### config.mk
export PLATFORM = sky130hd
export DESIGN_NAME = seq_restoring_divider_flat
export DESIGN_NICKNAME = d
export VERILOG_FILES = /design/src/rtl/seq_restoring_divider_pkg.sv /design/src/rtl/seq_restoring_divider_if.sv /design/src/rtl/seq_restoring_divider_trial_sub.sv /design/src/rtl/seq_restoring_divider.sv /design/src/flat_wrapper.sv
export SDC_FILE = /design/constraint.sdc
export NUM_CORES = 1
export LEC_CHECK = 0
export ABC_AREA = 1
export BUFFER_PORTS_ARGS = -buffer_cell sky130_fd_sc_hd__buf_2
export CAP_MARGIN = 40
export CORE_ASPECT_RATIO = 0.9
export CORE_MARGIN = 2
export CORE_UTILIZATION = 47
export CTS_CLUSTER_DIAMETER = 60
export CTS_CLUSTER_SIZE = 24
export DETAILED_ROUTE_END_ITERATION = 8
export PLACE_DENSITY = 0.78
export SLEW_MARGIN = 20
export SYNTH_ARGS = -nofsm -noshare
export SYNTH_HDL_FRONTEND = slang
export SYNTH_SLANG_ARGS = --single-unit
### constraint.sdc
create_clock -name clk -period 2.6 [get_ports clk]
set_clock_uncertainty 0.2 [all_clocks]
set_input_delay 0.26 -clock clk [delete_from_list [all_inputs] [get_ports clk]]
set_output_delay 0.26 -clock clk [all_outputs]
set_load 0.005 [all_outputs]
### src/rtl/seq_restoring_divider_pkg.sv
// seq_restoring_divider_pkg: shared state encoding and default operand width for the divider
package seq_restoring_divider_pkg;
  localparam int DEF_WIDTH = 4;
  typedef enum logic [1:0] {
    IDLE = 2'd0,
    RUN  = 2'd1,
    DONE = 2'd2
  } state_e;
endpackage

### src/rtl/seq_restoring_divider_if.sv
// seq_restoring_divider_if: request/result bundle between a requester and the divider
interface seq_restoring_divider_if
  import seq_restoring_divider_pkg::*;
#(parameter int WIDTH = DEF_WIDTH);
  logic             start;
  logic [WIDTH-1:0] dividend;
  logic [WIDTH-1:0] divisor;
  logic             busy;
  logic             done;
  logic [WIDTH-1:0] quotient;
  logic [WIDTH-1:0] remainder;
  logic             div_by_zero;
  modport master (
    output start, dividend, divisor,
    input  busy, done, quotient, remainder, div_by_zero
  );
  modport slave (
    input  start, dividend, divisor,
    output busy, done, quotient, remainder, div_by_zero
  );
endinterface

### src/rtl/seq_restoring_divider_trial_sub.sv
// div_trial_sub: ripple a - b over WIDTH+1 bits as a + ~b + 1; carry-out high means no borrow
module div_trial_sub #(
  parameter int WIDTH = 4
) (
  input  logic [WIDTH:0]   a,
  input  logic [WIDTH:0]   b,
  output logic [WIDTH-1:0] diff,
  output logic             no_borrow
);
  logic [WIDTH+1:0] c;
  logic [WIDTH:0]   nb;
  assign c[0] = 1'b1;
  assign nb   = ~b;
  // Top difference bit is only consumed when there is no borrow, where it is always zero,
  // so only the carry is produced for that position.
  genvar i;
  for (i = 0; i <= WIDTH; i++) begin : g_fa
    assign c[i+1] = (a[i] & nb[i]) | (c[i] & (a[i] ^ nb[i]));
    if (i < WIDTH) begin : g_s
      assign diff[i] = a[i] ^ nb[i] ^ c[i];
    end
  end
  assign no_borrow = c[WIDTH+1];
endmodule

### src/rtl/seq_restoring_divider.sv
// seq_restoring_divider: multi-cycle unsigned restoring divider, one quotient bit per clock
module seq_restoring_divider
  import seq_restoring_divider_pkg::*;
#(
  parameter int WIDTH = DEF_WIDTH
) (
  input  logic                   clk,
  input  logic                   rst_n,
  seq_restoring_divider_if.slave bus
);
  localparam int CW = $clog2(WIDTH + 1);
  state_e           state_q, state_d;
  logic [WIDTH-1:0] quo_sr_q, quo_sr_d;
  logic [WIDTH-1:0] rem_sr_q, rem_sr_d;
  logic [WIDTH-1:0] dvs_q, dvs_d;
  logic [WIDTH-1:0] quotient_q, quotient_d;
  logic [WIDTH-1:0] remainder_q, remainder_d;
  logic [CW-1:0]    count_q, count_d;
  logic             dbz_q, dbz_d;
  logic [WIDTH:0]   shifted;
  logic [WIDTH-1:0] diff;
  logic             no_borrow;
  // Partial remainder stays below the divisor between steps, so its extra top bit is always
  // zero and only WIDTH bits are kept; the shift supplies the (WIDTH+1)-bit trial operand.
  assign shifted = {rem_sr_q, quo_sr_q[WIDTH-1]};
  div_trial_sub #(.WIDTH(WIDTH)) u_sub (
    .a        (shifted),
    .b        ({1'b0, dvs_q}),
    .diff     (diff),
    .no_borrow(no_borrow)
  );
  // Next-state, datapath step and result capture; results move only on completion
  always_comb begin
    state_d     = state_q;
    quo_sr_d    = quo_sr_q;
    rem_sr_d    = rem_sr_q;
    dvs_d       = dvs_q;
    count_d     = count_q;
    quotient_d  = quotient_q;
    remainder_d = remainder_q;
    dbz_d       = dbz_q;
    case (state_q)
      IDLE: if (bus.start) begin
        if (bus.divisor != '0) begin
          state_d  = RUN;
          quo_sr_d = bus.dividend;
          rem_sr_d = '0;
          dvs_d    = bus.divisor;
          count_d  = CW'(WIDTH);
        end else begin
          state_d     = DONE;
          quotient_d  = '1;
          remainder_d = bus.dividend;
          dbz_d       = 1'b1;
        end
      end
      RUN: begin
        quo_sr_d = {quo_sr_q[WIDTH-2:0], no_borrow};
        rem_sr_d = no_borrow ? diff : shifted[WIDTH-1:0];
        count_d  = count_q - CW'(1);
        if (count_q == CW'(1)) begin
          state_d     = DONE;
          quotient_d  = quo_sr_d;
          remainder_d = rem_sr_d;
          dbz_d       = 1'b0;
        end
      end
      DONE:    state_d = IDLE;
      default: state_d = IDLE;
    endcase
  end
  // State and datapath registers, cleared asynchronously
  always_ff @(posedge clk or negedge rst_n) begin
    if (!rst_n) begin
      state_q     <= IDLE;
      quo_sr_q    <= '0;
      rem_sr_q    <= '0;
      dvs_q       <= '0;
      count_q     <= '0;
      quotient_q  <= '0;
      remainder_q <= '0;
      dbz_q       <= 1'b0;
    end else begin
      state_q     <= state_d;
      quo_sr_q    <= quo_sr_d;
      rem_sr_q    <= rem_sr_d;
      dvs_q       <= dvs_d;
      count_q     <= count_d;
      quotient_q  <= quotient_d;
      remainder_q <= remainder_d;
      dbz_q       <= dbz_d;
    end
  end
  assign bus.busy        = state_q != IDLE;
  assign bus.done        = state_q == DONE;
  assign bus.quotient    = quotient_q;
  assign bus.remainder   = remainder_q;
  assign bus.div_by_zero = dbz_q;
endmodule

### src/flat_wrapper.sv
// flat-port wrapper written by rule: the top's interface ports become plain ports
module seq_restoring_divider_flat import seq_restoring_divider_pkg::*;
#(
  parameter int WIDTH = DEF_WIDTH
)
  (clk, rst_n, bus_start, bus_dividend, bus_divisor, bus_busy, bus_done, bus_quotient, bus_remainder, bus_div_by_zero);
  seq_restoring_divider_if #(.WIDTH(WIDTH)) bus_i ();
  input  logic clk;
  input  logic rst_n;
  input wire logic [$bits(bus_i.start)-1:0] bus_start;
  input wire logic [$bits(bus_i.dividend)-1:0] bus_dividend;
  input wire logic [$bits(bus_i.divisor)-1:0] bus_divisor;
  output wire logic [$bits(bus_i.busy)-1:0] bus_busy;
  output wire logic [$bits(bus_i.done)-1:0] bus_done;
  output wire logic [$bits(bus_i.quotient)-1:0] bus_quotient;
  output wire logic [$bits(bus_i.remainder)-1:0] bus_remainder;
  output wire logic [$bits(bus_i.div_by_zero)-1:0] bus_div_by_zero;
  assign bus_i.start = bus_start;
  assign bus_i.dividend = bus_dividend;
  assign bus_i.divisor = bus_divisor;
  assign bus_busy = bus_i.busy;
  assign bus_done = bus_i.done;
  assign bus_quotient = bus_i.quotient;
  assign bus_remainder = bus_i.remainder;
  assign bus_div_by_zero = bus_i.div_by_zero;
  seq_restoring_divider #(.WIDTH(WIDTH)) u_core (.clk(clk), .rst_n(rst_n), .bus(bus_i));
endmodule
==> impl_metrics.env <==
export IMPL_status="finished clean"
export IMPL_relSlewSlack_pct=63.0
export IMPL_cts_buffers=3
export IMPL_hold_path_class="input port to flip-flop"
export IMPL_vias=1158
export IMPL_syn_to_final_growth_pct=17.6
export IMPL_clk_path_buf_depth=2
export IMPL_cts_sinks=26
export IMPL_clk_latency_ns=0.33
export IMPL_slowest_delay_ns=0.43
export IMPL_firstDrtPassIters=4
export IMPL_cts_tree="built"
export IMPL_diodes=0
export IMPL_core_area_sq_mm=0.00277
export IMPL_port_buffers=21
export IMPL_grt_setup_unrepaired="false"
export IMPL_dp_hpwl_um=1990
export IMPL_path_common_cell="inv_1"
export IMPL_fin_crit_sh_pct=94.3
export IMPL_worst_pin_slew_ns=0.554
export IMPL_ys_ff_latch=26
export IMPL_synth_avg_cell_area_sq_um=8.40
export IMPL_antenna_found_initial=0
export IMPL_cp_slowest_cell="dfrtp_1"
export IMPL_yosysTopAreaCell="dfrtp_1"
export IMPL_synth_seq_area_share_pct=46.9
export IMPL_p_switching_uw=941
export IMPL_intPower_mw=1.17
export IMPL_synth_cell_area_sq_mm=0.00139
export IMPL_start_util_pct=50.0
export IMPL_setup_tns_final_ns=0
export IMPL_clk_pin_slew_ns=0.15
export IMPL_p_leak_nw=0.871
export IMPL_seqPwrFrac_pct=34.0
export IMPL_ant_nets=0
export IMPL_syn_nets=182
export IMPL_maxCapViolCount=0
export IMPL_yosys_warnings=0
export IMPL_io_pins=22
export IMPL_cp_max_fo=3
export IMPL_path_class="flip-flop to flip-flop"
export IMPL_fmax_mhz=408
export IMPL_start_kind="flip-flop"
export IMPL_grtUsageTotal_pct=18.2
export IMPL_swShare_pct=44.6
export IMPL_final_layout_size_suffix_gt1_share_pct=23.3
export IMPL_nNetsFinal=211
export IMPL_grt_pass1_vias=1100
export IMPL_dieArea_sq_mm=0.00340
export IMPL_wl_per_cell_um=11.8
export IMPL_drt_iter0_drc=58
export IMPL_pwr_share_clk_pct=13.2
export IMPL_synth_top_area_share_pct=46.9
export IMPL_drt_vias_per_instance=4.97
export IMPL_arrival_ns=2.54
export IMPL_grt_ovfl_total=0
export IMPL_yosysUniqueCellTypes=20
export IMPL_wirelength_um=2740
export IMPL_setup_worst_path_end_class="flip-flop"
export IMPL_max_vdd_ir_drop_uv=766
export IMPL_finish_utilization_pct=58.9
export IMPL_n_fill_cell=252
export IMPL_root_buffer="clkbuf_4"
export IMPL_slew_violations=0
export IMPL_final_hold_viol_count=0
export IMPL_gp_congestion=0.781
export IMPL_required_ns=2.69
export IMPL_fp_row_count=18
export IMPL_die_y_um=55.5
export IMPL_grt_pass1_wl_um=4760
export IMPL_comb_power_share_pct=52.8
export IMPL_drc_errors=0
export IMPL_p_per_area_mw_per_mm2=1290
export IMPL_synthCells=165
export IMPL_h_tree_depth=1
export IMPL_grt_max_degree=27
export IMPL_finalCriticalPeriod_ns=2.45
export IMPL_die_width_um=61.3
export IMPL_finalSetupViolations=0
export IMPL_cp_cell_sequence="inv_1, ha_1, inv_1, fa_2, fa_2, inv_2, fa_1, inv_1, nand3_1, nand3_1, nand2_1, nand2_1"
export IMPL_synth_area_leaders="dfrtp_1 47%, nand2_1 16%, nand3_1 7.2%"
-- area by class of cell --
class	count	area (sq um)	share of cell area [%]
sequential	26	651	39.9
multi-input combinational	116	639	39.2
timing repair buffer	27	163	9.98
inverter	20	75.1	4.60
tap	40	50.0	3.07
clock inverter	1	30.0	1.84
clock buffer	3	22.5	1.38
-- flip-flops by register name (all words and copies together), names as in the netlist --
signal and flops:
u_core.bus.remainder 4, u_core.bus.quotient 4, u_core.quo_sr_q 4, u_core.bus.div_by_zero 1
u_core.state_q 2, u_core.count_q 3, u_core.dvs_q 4, u_core.rem_sr_q 4
-- cells by family (layout without fill, tap and decap cells) --
kind of cell / count (synthesis) / after routing / share of synthesized area, %
flip-flops: 26 / 26 / 46.9
AO/OA/AOI/OAI: 13 / 13 / 4.96
buffers and inverters: 23 / 51 / 7.85
XOR/XNOR: 1 / 1 / 0.632
adder cells (fa/ha/maj): 6 / 6 / 7.04
AND/OR/NAND/NOR: 96 / 96 / 32.6
-- power groups by stage --
stage               logic (mW)  clock network [mW]  registers (mW)
floorplan                0.826                   0           0.713
global placement          1.02                   0           0.717
detailed placement        1.06                   0           0.724
CTS                       1.08               0.284           0.714
global route              1.29               0.300           0.739
finish                    1.11               0.278           0.717
-- worst max-delay path, delay by kind of cell (launching register included) --
kind | cells | cell delay, ns
fa+ha+maj | 4 | 1.22
buf+inv | 4 | 0.27
flops | 1 | 0.43
simple gates | 4 | 0.30
-- per-layer routing --
layer	up-vias	track usage, %	part of all wire (%)
li1	574	-	-
met1	545	23.5	44
met2	33	30.7	50
met3	6	4.22	4.2
met4	0	3.42	1.5
met5	-	0	0
-- cells in the final DEF, fill, tap and decap left out, types with 3 or more instances in the layout --
| cell | netlist | routed |
|---|---|---|
| dfrtp_1 | 26 | 26 |
| inv_1 | 18 | 17 |
| buf_2 | 0 | 21 |
| clkbuf_4 | 0 | 3 |
| nand3_1 | 20 | 20 |
| nand2_2 | 4 | 4 |
| nor2_1 | 5 | 4 |
| ha_1 | 3 | 3 |
| nand2_1 | 59 | 59 |
| o21ai_0 | 10 | 10 |
| inv_2 | 2 | 3 |
| dlygate4sd3_1 | 0 | 5 |
-- worst paths after layout --
| kind | depth (start not counted) | from | slack, ns | end |
|---|---|---|---|---|
| max | 12 | u_core.quo_sr_q[3] | 0.15 | u_core.bus.remainder[3] |
| min | 5 | bus_dividend[3] | 0.05 | u_core.bus.remainder[3] |
| max reg2reg | 12 | u_core.quo_sr_q[3] | 0.15 | u_core.bus.remainder[3] |
| min reg2reg | 2 | u_core.bus.quotient[1] | 0.29 | u_core.bus.quotient[1] |
| max in group asynchronous | 2 | rst_n | 1.59 | u_core.bus.quotient[3] |
| min in group asynchronous | 2 | rst_n | 0.22 | u_core.state_q[0] |
-- repair_timing --
item                                   in CTS  in global routing
hold buffers                                5                  0
pin swaps                                   0                  1
setup endpoints to repair                   3                 10
endpoints found under the hold margin      30                  0
gates resized for setup                     1                  4
buffers inserted                            0                  1
-- stage by stage --
| stage | setup WS (ns) | hold WS [ns] | instances | power [mW] | area (sq um) |
|---|---|---|---|---|---|
| 2_1_floorplan | 0.250 | -0.236 | 165 | 1.54 | 1390 |
| 5_1_grt | 0.0197 | 0.0718 | 233 | 2.33 | 1630 |
| 3_3_place_gp | 0.135 | 0.0827 | 223 | 1.74 | 1510 |
| 3_5_place_dp | 0.0238 | 0.0891 | 223 | 1.78 | 1510 |
| 4_1_cts | 0.0820 | 0.0469 | 232 | 2.08 | 1610 |
| 6_report | 0.148 | 0.0518 | 233 | 2.11 | 1630 |
-- synthesized netlist by cell type --
library cell / instances
buf_6: 3
ha_1: 3
xor2_1: 1
nor2_4: 1
o21ai_0: 10
nor2_1: 5
inv_2: 2
a21oi_1: 1
a21oi_2: 1
nand2_1: 59
fa_1: 3
nand3_2: 2
nor2_8: 1
o21ai_1: 1
nand2_4: 2
nand3_1: 20
nor2_2: 2
nand2_2: 4
dfrtp_1: 26
inv_1: 18
Note: power is estimated with default switching activity, not from simulation.
